$ cat src/rtl/dft_pkg.sv
// Shared definitions for the DFT datapath: butterfly op encodings and the
// saturation helper used by the add/sub stage and the bin accumulator.
package dft_pkg;

    localparam logic [1:0] OP_ADD  = 2'b00;  // a + b
    localparam logic [1:0] OP_SUB  = 2'b01;  // a - b
    localparam logic [1:0] OP_RSUB = 2'b10;  // b - a
    localparam logic [1:0] OP_SUBJ = 2'b11;  // a - j*b

    // Wide enough to hold any operand width this datapath is built for plus headroom.
    localparam int unsigned CALC_W = 64;

    typedef logic signed [CALC_W-1:0] calc_t;

    // Clamp an exact (mathematical) value into the range of a width-bit
    // signed or unsigned number. The caller detects clamping by comparing
    // the returned value with the input.
    function automatic calc_t sat_clip(input calc_t value, input int unsigned width,
                                       input bit is_signed);
        calc_t one;
        calc_t hi;
        calc_t lo;
        calc_t res;
        one = calc_t'(1);
        if (is_signed) begin
            hi = (one <<< (width - 1)) - one;
            lo = -(one <<< (width - 1));
        end else begin
            hi = (one <<< width) - one;
            lo = '0;
        end
        if (value > hi) begin
            res = hi;
        end else if (value < lo) begin
            res = lo;
        end else begin
            res = value;
        end
        return res;
    endfunction

endpackage

$ cat src/rtl/dft_pipe_stage.sv
// One valid/ready register slice. Loads whenever it is empty or its
// downstream neighbour takes the held beat; otherwise it holds everything.
module dft_pipe_stage #(
    parameter int unsigned WIDTH = 8
) (
    input  logic             clk_i,
    input  logic             rst_ni,
    input  logic             in_valid_i,
    output logic             in_ready_o,
    input  logic [WIDTH-1:0] in_data_i,
    output logic             out_valid_o,
    input  logic             out_ready_i,
    output logic [WIDTH-1:0] out_data_o
);

    logic             valid_q, valid_d;
    logic [WIDTH-1:0] data_q, data_d;

    assign in_ready_o  = !valid_q || out_ready_i;
    assign out_valid_o = valid_q;
    assign out_data_o  = data_q;

    always_comb begin
        valid_d = valid_q;
        data_d  = data_q;
        if (in_ready_o) begin
            valid_d = in_valid_i;
            if (in_valid_i) begin
                data_d = in_data_i;
            end
        end
    end

    always_ff @(posedge clk_i or negedge rst_ni) begin
        if (!rst_ni) begin
            valid_q <= 1'b0;
            data_q  <= '0;
        end else begin
            valid_q <= valid_d;
            data_q  <= data_d;
        end
    end

endmodule

$ cat src/rtl/dft_cplx_addsub.sv
// Pipelined complex add/subtract butterfly with optional saturation, sticky
// overflow and sideband tag; arithmetic sits in front of the first slice.
module dft_cplx_addsub
    import dft_pkg::*;
#(
    parameter int unsigned DATA_W      = 16,
    parameter bit          DATA_SIGNED = 1'b1,
    parameter bit          SATURATE    = 1'b1,
    parameter int unsigned PIPE_STAGES = 2,
    parameter int unsigned TAG_W       = 8,
    localparam int unsigned OUT_W      = SATURATE ? DATA_W : DATA_W + 1
) (
    input  logic              clk_i,
    input  logic              rst_ni,
    input  logic              s_valid_i,
    output logic              s_ready_o,
    input  logic [1:0]        s_op_i,
    input  logic [DATA_W-1:0] s_a_re_i,
    input  logic [DATA_W-1:0] s_a_im_i,
    input  logic [DATA_W-1:0] s_b_re_i,
    input  logic [DATA_W-1:0] s_b_im_i,
    input  logic [TAG_W-1:0]  s_tag_i,
    output logic              m_valid_o,
    input  logic              m_ready_i,
    output logic [OUT_W-1:0]  m_re_o,
    output logic [OUT_W-1:0]  m_im_o,
    output logic [TAG_W-1:0]  m_tag_o,
    output logic              m_ovf_o,
    output logic              ovf_sticky_o,
    input  logic              clr_ovf_i
);

    localparam int unsigned PAY_W = 2 * OUT_W + 1 + TAG_W;

    function automatic calc_t ext(input logic [DATA_W-1:0] v);
        return calc_t'({{(CALC_W - DATA_W){DATA_SIGNED && v[DATA_W-1]}}, v});
    endfunction

    calc_t            a_re, a_im, b_re, b_im;
    calc_t            re_full, im_full;
    calc_t            clip_re, clip_im;
    logic [OUT_W-1:0] re_res, im_res;
    logic             ovf;
    logic [PAY_W-1:0] pay_in;

    always_comb begin
        a_re = ext(s_a_re_i);
        a_im = ext(s_a_im_i);
        b_re = ext(s_b_re_i);
        b_im = ext(s_b_im_i);
        case (s_op_i)
            OP_ADD: begin
                re_full = a_re + b_re;
                im_full = a_im + b_im;
            end
            OP_SUB: begin
                re_full = a_re - b_re;
                im_full = a_im - b_im;
            end
            OP_RSUB: begin
                re_full = b_re - a_re;
                im_full = b_im - a_im;
            end
            default: begin
                re_full = a_re + b_im;
                im_full = a_im - b_re;
            end
        endcase

        // The exact value is kept wide so unsigned underflow and overflow stay distinguishable.
        clip_re = sat_clip(re_full, DATA_W, DATA_SIGNED);
        clip_im = sat_clip(im_full, DATA_W, DATA_SIGNED);
        if (SATURATE) begin
            re_res = clip_re[OUT_W-1:0];
            im_res = clip_im[OUT_W-1:0];
            ovf    = (clip_re != re_full) || (clip_im != im_full);
        end else begin
            re_res = re_full[OUT_W-1:0];
            im_res = im_full[OUT_W-1:0];
            ovf    = 1'b0;
        end
        pay_in = {re_res, im_res, ovf, s_tag_i};
    end

    logic             unused_calc;
    assign unused_calc = ^{re_full[CALC_W-1:OUT_W], im_full[CALC_W-1:OUT_W],
                           clip_re[CALC_W-1:OUT_W], clip_im[CALC_W-1:OUT_W]};

    logic             stg_valid [PIPE_STAGES+1];
    logic             stg_ready [PIPE_STAGES+1];
    logic [PAY_W-1:0] stg_data  [PIPE_STAGES+1];

    assign stg_valid[0]           = s_valid_i;
    assign stg_data[0]            = pay_in;
    assign stg_ready[PIPE_STAGES] = m_ready_i;

    for (genvar k = 0; k < PIPE_STAGES; k++) begin : g_stage
        dft_pipe_stage #(
            .WIDTH(PAY_W)
        ) u_stage (
            .clk_i      (clk_i),
            .rst_ni     (rst_ni),
            .in_valid_i (stg_valid[k]),
            .in_ready_o (stg_ready[k]),
            .in_data_i  (stg_data[k]),
            .out_valid_o(stg_valid[k+1]),
            .out_ready_i(stg_ready[k+1]),
            .out_data_o (stg_data[k+1])
        );
    end

    assign s_ready_o = stg_ready[0];
    assign m_valid_o = stg_valid[PIPE_STAGES];
    assign {m_re_o, m_im_o, m_ovf_o, m_tag_o} = stg_data[PIPE_STAGES];

    logic ovf_sticky_q, ovf_sticky_d;

    // A clear wins over a same-cycle overflowing transfer.
    always_comb begin
        ovf_sticky_d = ovf_sticky_q;
        if (clr_ovf_i) begin
            ovf_sticky_d = 1'b0;
        end else if (m_valid_o && m_ready_i && m_ovf_o) begin
            ovf_sticky_d = 1'b1;
        end
    end

    always_ff @(posedge clk_i or negedge rst_ni) begin
        if (!rst_ni) begin
            ovf_sticky_q <= 1'b0;
        end else begin
            ovf_sticky_q <= ovf_sticky_d;
        end
    end

    assign ovf_sticky_o = ovf_sticky_q;

endmodule

$ cat config.mk
export PLATFORM = sky130hd
export DESIGN_NAME = dft_cplx_addsub
export DESIGN_NICKNAME = d
export VERILOG_FILES = /design/src/rtl/dft_pkg.sv /design/src/rtl/dft_pipe_stage.sv /design/src/rtl/dft_cplx_addsub.sv
export SDC_FILE = /design/constraint.sdc
export NUM_CORES = 1
export LEC_CHECK = 0
export CAP_MARGIN = 20
export CORE_MARGIN = 5
export CORE_UTILIZATION = 55
export CTS_CLUSTER_SIZE = 8
export DETAILED_ROUTE_END_ITERATION = 8
export GPL_ROUTABILITY_DRIVEN = 1
export GPL_TIMING_DRIVEN = 0
export PLACE_DENSITY = 0.8
export RECOVER_POWER = 50
export SLEW_MARGIN = 20
export SYNTH_ARGS = -nofsm -noshare
export SYNTH_HDL_FRONTEND = slang
export SYNTH_HIERARCHICAL = 1
export SYNTH_SLANG_ARGS = --single-unit
$ cat constraint.sdc
create_clock -name clk_i -period 1.89 [get_ports clk_i]
set_input_delay 0.378 -clock clk_i [delete_from_list [all_inputs] [get_ports clk_i]]
set_output_delay 0.378 -clock clk_i [all_outputs]
set_load 0.005 [all_outputs]
* Yosys cells after proc, flatten, opt, wreduce, memory -nomap -nowiden
Index checks and enable logic that the tools add are counted.
** Operators by class
- Add/sub/neg operators :: 8
- Multiply operators :: 0
- Divide/modulo/power cells :: 0
- $lt $le $gt $ge :: 4
- Equality and inequality tests :: 4
- Shift-type cells :: 0
- Muxes and demuxes :: 8
- Bitwise operators :: 0
- Reduce and logical (&&, ||, !) cells :: 11
** Operators by type and width (number)
- $pmux W64 S3 :: 2
- $mux W64 :: 4
- $gt A64 B16 Y1 const B :: 2
- $lt A64 B16 Y1 const B :: 2
- $ne A64 B64 Y1 :: 2
- $sub A16 B16 Y17 :: 5
- $add A16 B16 Y17 :: 3
- $reduce_and A2 Y1 :: 2
- $logic_or A1 B1 Y1 :: 3
- $eq A2 B1 Y1 const B :: 1
- $eq A2 B2 Y1 const B :: 1
- $logic_and A1 B1 Y1 :: 2
- $logic_not A1 Y1 :: 2
- $logic_not A2 Y1 :: 1
- $mux W1 :: 2
- $reduce_bool A2 Y1 :: 1
** Storage, ports and cells
- Register bits after elaboration :: 85
- Latch bits :: 0
- Bits in writable memories :: 0
- Memory bits (read-only) :: 0
- Logic and storage cells :: 40
- Memories kept :: 0

* Logic depth before layout (Yosys ltp)
Gate-level depths: netlist (run 1).
- Depth in word-level cells :: 7
- Gate-level depth with buffers :: 19

* By module
The synthesis (run 1) kept the hierarchy.
** By module, submodules not included
- dft_cplx_addsub :: times used 1, cells an instance 740, area an instance 5183.7 um2
- dft_pipe_stage :: times used 2, cells an instance 90, area an instance 1739.2 um2

* Least setup slack after synthesis (run 1)
OpenSTA, ideal clock, no wires.
- Path kind :: input port to flip-flop
- Start point :: input port s_op_i[0]
- End point :: register g_stage[0].u_stage.data_q[39]
- Library setup time :: 125 ps
- Arrival :: 4573 ps
- Data required time :: 1765 ps
- Setup slack :: -2808 ps
- Stages on the path :: 17
- Cell sequence :: buf_2 nor2b_1 clkbuf_1 clkbuf_1 buf_1 mux2i_1 fa_1 a211oi_2 o211ai_1 a41o_1 a221o_1 a311o_1 xnor2_4 o32ai_2 buf_6 a31oi_4 mux2_4
** Between the ends
- Word-level cells in the longest chain between the ends :: 5
** Ends and longest elaborated chain
- start: declaration :: line dft_cplx_addsub.sv:17 : input logic [1:0] s_op_i,
- $eq A2 B2 Y1 (tied with other cells) :: line dft_cplx_addsub.sv:51 : case (s_op_i)
- $pmux W64 S3 (*) :: line dft_cplx_addsub.sv:51
- $lt A64 B16 Y1 :: line dft_pkg.sv:34 : end else if (value < lo) begin
- $mux W64 :: line dft_pkg.sv:34
- $mux W64 (*) :: line dft_pkg.sv:32 : if (value > hi) begin
- net clip_re[14] :: line dft_cplx_addsub.sv:41 : calc_t clip_re, clip_im;
- end signal: assignment :: line dft_pipe_stage.sv:40 : data_q <= data_d;
- end: declaration :: line dft_pipe_stage.sv:17 : logic [WIDTH-1:0] data_q, data_d;
Mark *: on every way through the listed nets, which the timed path passes. The rest lies on a longest branch.
A chain may end at the register's enable or synchronous reset.

* Worst setup path after layout (run 1)
- Start point :: input port s_a_re_i[6]
- End point :: register g_stage[0].u_stage.data_q[39]
** Between the ends
- Word-level cells in the longest chain between the ends :: 5
** Ends and longest elaborated chain
- start: declaration :: line dft_cplx_addsub.sv:18 : input logic [DATA_W-1:0] s_a_re_i,
- $add A16 B16 Y17 (tied with other cells) :: line dft_cplx_addsub.sv:65 : re_full = a_re + b_im;
- $pmux W64 S3 (*) :: line dft_cplx_addsub.sv:51
- $lt A64 B16 Y1 :: line dft_pkg.sv:34
- $mux W64 :: line dft_pkg.sv:34
- $mux W64 (*) :: line dft_pkg.sv:32
- net clip_re[14] :: line dft_cplx_addsub.sv:41
Marked as above.

==> run summary, run 1 <==
Registers are responsible for 28.5% of the overall power. For this block, the initial DRC count from the detailed router was 700. Combinational logic is responsible for 56.0% of the overall power.

The total count of hold-check failures in the final report was 0. Setup slack after layout: -2.022 ns. Port buffering added 122 buffers. Clock tree root buffer cell: sky130_fd_sc_hd__clkbuf_16. In the final layout, the multi-input gates occupy 6928 um2. The later pin in the worst-skew pair is clocked with a latency of 0.34 ns. The most frequently used flop master after synthesis was sky130_fd_sc_hd__dfrtp_1. Initial antenna violation count: 0.

The checks that failed: negative setup slack. Broken down by cell family, the worst path's largest delay share belongs to compound AO/OA/AOI/OAI gates. The die is 135.5 um tall.

The number of global-route vias before repair is 7968. The flow ran to the end, but the final reports show violations. The library cells used most frequently in the layout, excluding fill and tap cells, are 87 x sky130_fd_sc_hd__clkdlybuf4s50_1, 85 x sky130_fd_sc_hd__dfrtp_1, 80 x sky130_fd_sc_hd__mux2_4, 74 x sky130_fd_sc_hd__buf_4, 54 x sky130_fd_sc_hd__ha_1. For the core footprint, the log shows 15310 um2. The congestion estimate from routability-driven global placement came to 0.9346.

The synthesized netlist occupies a cell area of 8662 um2. The cell with the largest stage delay on the worst path is sky130_fd_sc_hd__o32ai_4. Sequential cell area: 2127 um2. Across the run, the number of max-cap violations was 0.

The number of flops mapped to enable cells by yosys is 0. The tools report the total setup violations reported at the end of the flow as 34. In this run, the clock network consumes 15.5% of the power. The clock arrives with 0.009153 ns of skew.

The most common cell after layout, fill and taps aside is sky130_fd_sc_hd__clkdlybuf4s50_1. The number of vias per cell after detailed routing came out at 6.195. The first detailed-routing pass ran for 8 iterations. The initial utilization of the core area, before any placement, comes to 56.56%. Of all flip-flops after synthesis, the portion carrying an async set or reset was 100.0%. The floorplan has 45 rows. The tools report the aggregate negative setup slack as -60.95 ns.

TritonCTS built the clock tree. The power density over the cells works out to 908.7 nW/um2. Along the worst path, the maximum fanout reaches 5.

Summing all placed instances gives a cell area of 10370 um2. The logs give 0 for the max-slew violation total from the final report and 27380 um for the total length of routed wires. Once layout is done, the placed cells without fillers occupy 11870 um2. Data on the critical path is required at its endpoint by 2.11 ns.

The transition at the pin with the smallest max-transition slack is 0.8578 ns, and the detailed placement HPWL is 19550 um. Derived from the worst setup path, the maximum achievable clock frequency is 255.7 MHz. In this run the horizontal extent of the chip is 135.5 um. The tools report the filler cell count as 1069. The setup path with the least slack is of type in -> reg.

In the final routed layout, each cell accounts on average for 20.31 um. The average footprint of a synthesized cell was 9.415 um2; the biggest cell delay along the critical path was 0.42 ns. The remaining antenna violation count is 0, and the yosys synthesis warning count is 6. The clock-pin slew reported for the worst setup and hold paths after clock tree synthesis is 0.07 ns. The worst setup path is captured at a flip-flop. The tools report the worst max-slew margin expressed relative to the limit as 42.81%. Across the VDD grid, the largest voltage drop is 0.0005226 V.

The critical path contains buffers and inverters numbering 2 combined. The minimum clock period after layout was 3.912 ns; the aggregate global routing overflow was 0. Counting the buffers created by CTS gives 9. The post-route netlist has 32.28% of its cells at a drive strength greater than 1.

123 I/O pins were placed. The synthesis-to-finish area growth was 37.06%. Data on the critical path arrives at its endpoint at 4.13 ns.

For the synthesized netlist cell count, the log shows 920. The min-delay analysis places its worst path in the category reg -> reg. The number of synthesized register bits was 85; the post-synth net total was 1070.

Across all register-to-register paths, the minimum setup slack is 0.31 ns. The switching power of the nets was 3.835 mW; the clock net sink count was 85. Setup repair after global routing could not meet its margin everywhere. The number of vias after detailed routing came out at 8351. The run gives 0 as the number of inserted diodes. Net switching is 35.55% of the power.

Summed over all cells, the static leakage comes to 5.303 nW. After synthesis, the netlist uses 72 different library cells. The floorplan die area is 18360 um2.

The count of unresolved DRC violations after routing was 0; the number of nets in the final layout was 1282. Total global routing track utilization: 28.35%. Walking the worst path, the cells encountered are dlygate4sd2_1 -> nor4_2 -> and2_4 -> nor2_1 -> xnor2_1 -> ha_1 -> a21o_1 -> a41o_1 -> a221o_1 -> a311o_1 -> xnor2_4 -> o32ai_4 -> buf_6 -> a31oi_4 -> mux2_4.

The largest net degree at the start of global routing was 51. The share of the Yosys chip area taken by registers is 24.56%. In this run the number of H-tree levels came out at 3. The tools report the category of the worst setup path launch point as an input pin. The first global-routing pass estimated 41450 um of wire. In the finished design, the share of the clock period the worst path needs comes to 207.0%. For the worst-case clock buffer depth, the log shows 2. The internal power of the cells totals 6.953 mW.
-- sequential cells by signal (all words and copies together), names as in the netlist --
signal and flops:
ovf_sticky_o 1, g_stage.u_stage/out_data_o 82, g_stage.u_stage/out_valid_o 2
-- cells in the mapped netlist (all sizes together), types with 23 or more instances --
library cell  count  area share [%]
xor2             36             3.6
ha               67             9.7
inv              31             1.3
nor2             51             2.2
nand2            56             2.6
a21o             25             2.2
o21ai            68             3.9
mux2             87              15
mux2i            24             2.8
xnor2            55             5.9
dfrtp            85              25
a21oi            66             4.2
nand3            23             1.3
-- logic make-up (layout without fill, tap and decap cells) --
group | Yosys count | count (layout) | share of synthesized area [%]
AND/OR/NAND/NOR | 228 | 228 | 13.32
AO/OA/AOI/OAI | 264 | 264 | 20.18
buffers and inverters | 65 | 282 | 3.712
adder cells (fa/ha/maj) | 76 | 76 | 11.18
flip-flops | 85 | 85 | 24.56
XOR/XNOR | 91 | 91 | 9.505
multiplexers | 111 | 111 | 17.55
-- path summary, 6_finish.rpt --
check / to / depth (start not counted) / start
hold reg to reg: g_stage[1].u_stage/out_data_o[10] / 1 / g_stage[0].u_stage/out_data_o[10]
setup reg to reg: g_stage[1].u_stage/out_data_o[3] / 4 / g_stage[1].u_stage/out_valid_o
min in group asynchronous: g_stage[1].u_stage/out_data_o[12] / 2 / rst_ni
hold / removal: g_stage[1].u_stage/out_data_o[10] / 1 / g_stage[0].u_stage/out_data_o[10]
setup / recovery: g_stage[0].u_stage/out_data_o[39] / 15 / s_a_re_i[6]
max in group asynchronous: g_stage[0].u_stage/out_data_o[30] / 3 / rst_ni
-- area by class of cell --
type | count | share of cell area (%)
multi-input combinational | 770 | 58.35
sequential | 85 | 17.92
timing repair buffer | 206 | 15.66
buffer | 29 | 2.466
tap | 211 | 2.224
clock buffer | 9 | 1.897
inverter | 31 | 1.001
clock inverter | 7 | 0.4848
-- metrics by stage --
step,setup slack [ns],hold slack [ns],instances,utilization [%],total power [mW]
after floorplan,-2.099,0.08241,920,-,6.374
after global placement,-3.239,0.4839,1253,67.54,8.148
after detailed placement,-3.299,0.3672,1254,67.70,8.281
after CTS,-1.989,0.5013,1323,74.75,10.52
after global routing,-2.100,0.5211,1348,77.52,11.38
final,-2.022,0.5019,1348,77.52,10.79
-- power groups by stage --
stage,sequential [mW],clock (mW),combinational (mW)
after floorplan,2.99,0,3.38
after global placement,3.04,0,5.11
after detailed placement,3.09,0,5.19
after CTS,3.08,1.71,5.73
after global routing,3.18,1.77,6.42
final,3.08,1.67,6.04
-- timing repair --
item | 4_1_cts | 5_1_grt
resized for setup | 189 | 84
hold buffers | 1 | 0
endpoints found under the setup margin | 34 | 33
buffers inserted | 54 | 28
pin swaps | 56 | 28
cloned | 3 | 0
endpoints found under the hold margin | 3 | 0
-- metal layers --
metal	global-route usage, %	up-vias	wire length, um
li1	-	3849	-
met1	38.99	4005	11580
met2	46.27	411	12740
met3	3.195	86	1994
met4	10.13	0	1056
met5	0	-	0
(Power assumes the default switching activity.)
==> run 2, diff against run 1 <==
Settings changed: ABC_AREA set to 1, CORE_ASPECT_RATIO set to 1.1.
==> run summary, run 2 <==
The detailed-route wire length per cell was 16.70 um (-18%); the number of buffers inserted during clock tree synthesis was 9 (unchanged). The data arrival time of the critical path is 3.44 ns (-0.69 ns). The setup slack after layout came out at -1.278 ns (+0.7431 ns). The global-route wire length before repair was 47290 um (+14%); the clock-pin slew reported for the worst setup and hold paths after clock tree synthesis was 0.05 ns (-0.02 ns). The number of synthesized register bits is 85 (unchanged), and the number of buffers added to fix hold violations after cts is 0 (-1). The tools report the count of unresolved DRC violations after routing as 0 (unchanged). For the detailed placement HPWL, the log shows 21790 um (+11%).

Summed over all instances, the cell type with the most area after synthesis is sky130_fd_sc_hd__dfrtp_1. The logs give 1387 (+51%) for the synthesized netlist cell count and 1537 (+44%) for the post-synth net total. The run gives 0.2376 ns (-0.2643 ns) as the worst hold-check slack.

Counting instances in the post-synthesis netlist gives the leading cell types as 464 x sky130_fd_sc_hd__nand2_1, 165 x sky130_fd_sc_hd__nand3_1, 141 x sky130_fd_sc_hd__inv_1. The final reports fail on negative setup slack. The aggregate negative setup slack came out at -39.52 ns (+21.43 ns).

Sorting the synthesized cells by area gives the leading types as sky130_fd_sc_hd__dfrtp_1 24%, sky130_fd_sc_hd__nand2_1 20%, sky130_fd_sc_hd__ha_1 9.5%, sky130_fd_sc_hd__nand3_1 9.4%, sky130_fd_sc_hd__inv_1 6.0%. Leaving out fill and tap cells, the most frequent cell in the layout is sky130_fd_sc_hd__nand2_1. Number of vias per cell after detailed routing: 5.703 (-7.9%). The share of the synthesized area in the top cell type is 24.15% (-0.40 points), and the minimum clock period after layout is 3.168 ns (-0.7431 ns). The fraction of the yosys area taken by sequential cells is 24.15% (-0.40 points), and the post-layout instance count excluding filler cells is 1813 (+34%). Share of post-route cells with drive strength above 1: 22.88% (-9.4 points).

Leaving out fill and tap cells, the most frequent cells in the layout are 420 x sky130_fd_sc_hd__nand2_1, 138 x sky130_fd_sc_hd__nand3_1, 119 x sky130_fd_sc_hd__inv_1, 85 x sky130_fd_sc_hd__dfrtp_1, 82 x sky130_fd_sc_hd__buf_4. The total setup violations reported at the end of the flow is 35 (+2.9%). Share of the clock period used by the worst path after layout: 167.6% (-39 points). Max-slew violation total from the final report: 0 (unchanged).

Setup repair after global routing could not meet its margin everywhere. The number of flops mapped to enable cells by yosys is 0 (unchanged). TritonCTS built the clock tree.

The clock latency at the later pin of the worst-skew pair is 0.33 ns (about the same). The initial cell density of the core came out at 55.96% (-0.60 points). The worst setup path is captured at a flip-flop.

The tools report the initial DRC count as 792 (+13%). The clock tree root buffer cell was sky130_fd_sc_hd__clkbuf_16. Worst supply voltage drop on vdd: 0.0005538 V (+6.0%). The die span in x is 130.6 um (-3.6%). The number of inserted diodes is 0 (unchanged), and the weighted congestion reported at the end of routability-driven placement is 0.9784 (+4.7%). For the met1 global-route usage, the log shows 39.04% (+0.050 points). The total length of routed wires was 30270 um (+11%). The run gives 8806 um2 (+1.7%) as the netlist area before placement. The leading cell type by number of instances after synthesis is sky130_fd_sc_hd__nand2_1. The logs give 10339 (+24%) for the number of vias after detailed routing and 1709 (+36%) for the number of cells after detailed placement. The core footprint was 15740 um2 (+2.7%); the highest fanout seen on the critical path was 7 (+2). The run finished, with violations left. The met3 usage in global routing was 2.731% (-0.46 points); the number of I/O pins was 123 (unchanged). The logs give 6.307 nW (+19%) for the leakage power and 0 (unchanged) for the total count of hold-check failures in the final report. The share of synthesized registers carrying an async set or reset works out to 100.0% (unchanged). The most used flip-flop cell after synthesis is sky130_fd_sc_hd__dfrtp_1. Number of optimization iterations in the first detailed-route pass: 5 (-3).

For the initial antenna violation count, the log shows 1 (+1). The tools report the number of nets in the final layout as 1760 (+37%). The floorplan die area was 18640 um2 (+1.6%); the transition at the pin with the smallest max-transition slack was 1.068 ns (+0.2105 ns). The run gives 0 (unchanged) as the max-capacitance violation count.

The logs give 9.489 mW (-12%) for the final total power and 6 (unchanged) for the yosys synthesis warning count. The number of unique standard cell types used by synthesis was 39 (-46%); the height of the die was 142.7 um (+5.3%). Compared with the post-synthesis result, the final layout area differs by 39.80%. The path category of the worst min-delay check was in -> async. The global-route layer with the greatest usage is met2. The clock net sink count was 85 (unchanged); the clock skew after layout was 0.003082 ns (-0.006071 ns).

The average footprint of a synthesized cell works out to 6.349 um2 (-33%). The remaining antenna violation count was 0 (unchanged). By startpoint and endpoint, the worst setup path is classified as in -> reg. The worst-case clock buffer depth is 2 (unchanged).

The total global routing track utilization is 31.47% (+3.1 points). The number of cell rows came out at 48 (+6.7%). The number of flip-flops under the largest register name came out at 82 (unchanged). The category of the worst setup path launch point is an input pin. The global-route track usage on met2 was 54.53% (+8.3 points); the largest net degree at the start of global routing was 46 (-9.8%). The power density over the cells was 770.8 nW/um2 (-15%); the achievable frequency was 315.6 MHz (+23%).

The run gives 3 (unchanged) as the H-tree depth reported by CTS. For the endpoint required time on the critical path, the log shows 2.16 ns (+0.05 ns). The count of buffers inserted at the top-level ports came out at 121 (-0.82%).

The aggregate global routing overflow was 0 (unchanged); the worst max-slew margin expressed relative to the limit was 28.78% (-14 points). The number of global-route vias before repair was 9693 (+22%).
## run 2: cell types whose count changed after synthesis, moves of 13 or more
cell | previous run | this run
sky130_fd_sc_hd__nand2b_1 | 19 | 0
sky130_fd_sc_hd__a21oi_1 | 56 | 97
sky130_fd_sc_hd__xnor2_1 | 53 | 19
sky130_fd_sc_hd__mux2i_1 | 24 | 8
sky130_fd_sc_hd__and3_1 | 13 | 0
sky130_fd_sc_hd__nand2_1 | 54 | 464
sky130_fd_sc_hd__nand3_1 | 23 | 165
sky130_fd_sc_hd__mux2_4 | 80 | 0
sky130_fd_sc_hd__nor2_1 | 51 | 93
sky130_fd_sc_hd__inv_1 | 30 | 141
sky130_fd_sc_hd__a21o_1 | 25 | 9
## run 2: what timing repair did
| action | in CTS | in global routing |
|---|---|---|
| gates resized for setup | 292 | 90 |
| cloned | 4 | 0 |
| setup buffers | 74 | 14 |
| pin swaps | 117 | 37 |
| endpoints found under the setup margin | 34 | 33 |
## run 2: critical path, stage by stage
cell                       delay, ns
sky130_fd_sc_hd__buf_12         0.11
sky130_fd_sc_hd__clkinv_8       0.04
sky130_fd_sc_hd__nand3_4        0.08
sky130_fd_sc_hd__nor2_4         0.11
sky130_fd_sc_hd__nand2_2        0.08
sky130_fd_sc_hd__nor2_4         0.13
sky130_fd_sc_hd__nand2_2        0.09
sky130_fd_sc_hd__nor3_4         0.21
sky130_fd_sc_hd__buf_6          0.14
sky130_fd_sc_hd__buf_6          0.09
sky130_fd_sc_hd__a31oi_4        0.07
sky130_fd_sc_hd__a22oi_2        0.22
sky130_fd_sc_hd__ha_4           0.27
sky130_fd_sc_hd__a21o_1         0.19
sky130_fd_sc_hd__a21oi_2        0.14
sky130_fd_sc_hd__nand2_1        0.07
sky130_fd_sc_hd__inv_2          0.06
sky130_fd_sc_hd__nand2_2        0.07
sky130_fd_sc_hd__nand3_2        0.09
sky130_fd_sc_hd__nand3_4        0.12
sky130_fd_sc_hd__nand2_4        0.13
sky130_fd_sc_hd__nand2_8        0.08
sky130_fd_sc_hd__buf_6          0.13
sky130_fd_sc_hd__a21oi_2        0.14
sky130_fd_sc_hd__nand3_1        0.10
sky130_fd_sc_hd__nand2_1        0.07
## run 2: path summary, 6_finish.rpt
path / end / start / slack (ns) / cells after the start
hold / removal: g_stage[1].u_stage/out_data_o[15] / rst_ni / 0.24 / 1
setup / recovery: g_stage[0].u_stage/out_data_o[29] / s_b_im_i[1] / -1.28 / 26
min in group clk_i: g_stage[0].u_stage/out_data_o[38] / s_valid_i / 0.38 / 3
hold reg to reg: g_stage[1].u_stage/out_data_o[31] / g_stage[1].u_stage/out_data_o[31] / 0.46 / 2
setup reg to reg: g_stage[1].u_stage/out_data_o[19] / g_stage[1].u_stage/out_valid_o / 0 / 6
max in group asynchronous: g_stage[1].u_stage/out_data_o[29] / rst_ni / 0.43 / 2
## run 2: cell families (layout without fill, tap and decap cells)
group                      Yosys count  after routing  synth area share [%]
and+or+nand+nor                    783            785                 37.65
AOI/OAI and AO/OA                  205            205                 12.80
buffers and inverters              188            412                 9.378
DFF                                 85             85                 24.15
adders and majority gates           71             71                 10.43
xor gates and xnor gates            47             47                 4.675
muxes                                8              8                0.9094
## run 2: cell type report
cell class              count  area [um2]
inverters                 145       605.6
multi-input cells        1116        6799
clock buffers              12       256.5
plain buffers              42       320.3
fillers                  1209        3425
flip-flops and latches     85        2127
well taps                 200       250.2
clock inverters             2       10.01
repair buffers            211        1942
## run 2: per-stage QoR
| stage | cell area, um2 | utilization, % | setup slack (ns) |
|---|---|---|---|
| 2_1_floorplan | 8959 | - | -1.125 |
| 3_3_place_gp | 10420 | 66.22 | -2.552 |
| 3_5_place_dp | 10440 | 66.33 | -2.576 |
| 4_1_cts | 11870 | 75.44 | -1.152 |
| 5_1_grt | 12310 | 78.24 | -1.485 |
| 6_report | 12310 | 78.24 | -1.278 |
## run 2: layer usage
layer,up-vias,wire (um)
li1,5001,-
met1,4754,11890
met2,452,14590
met3,130,2049
met4,2,1729
met5,-,13
## run 2: power breakdown
group | switching, mW | internal [mW]
Combinational | 2.85 | 2.37
Sequential | 0.324 | 2.39
Clock | 0.615 | 0.941
Total | 3.79 | 5.70
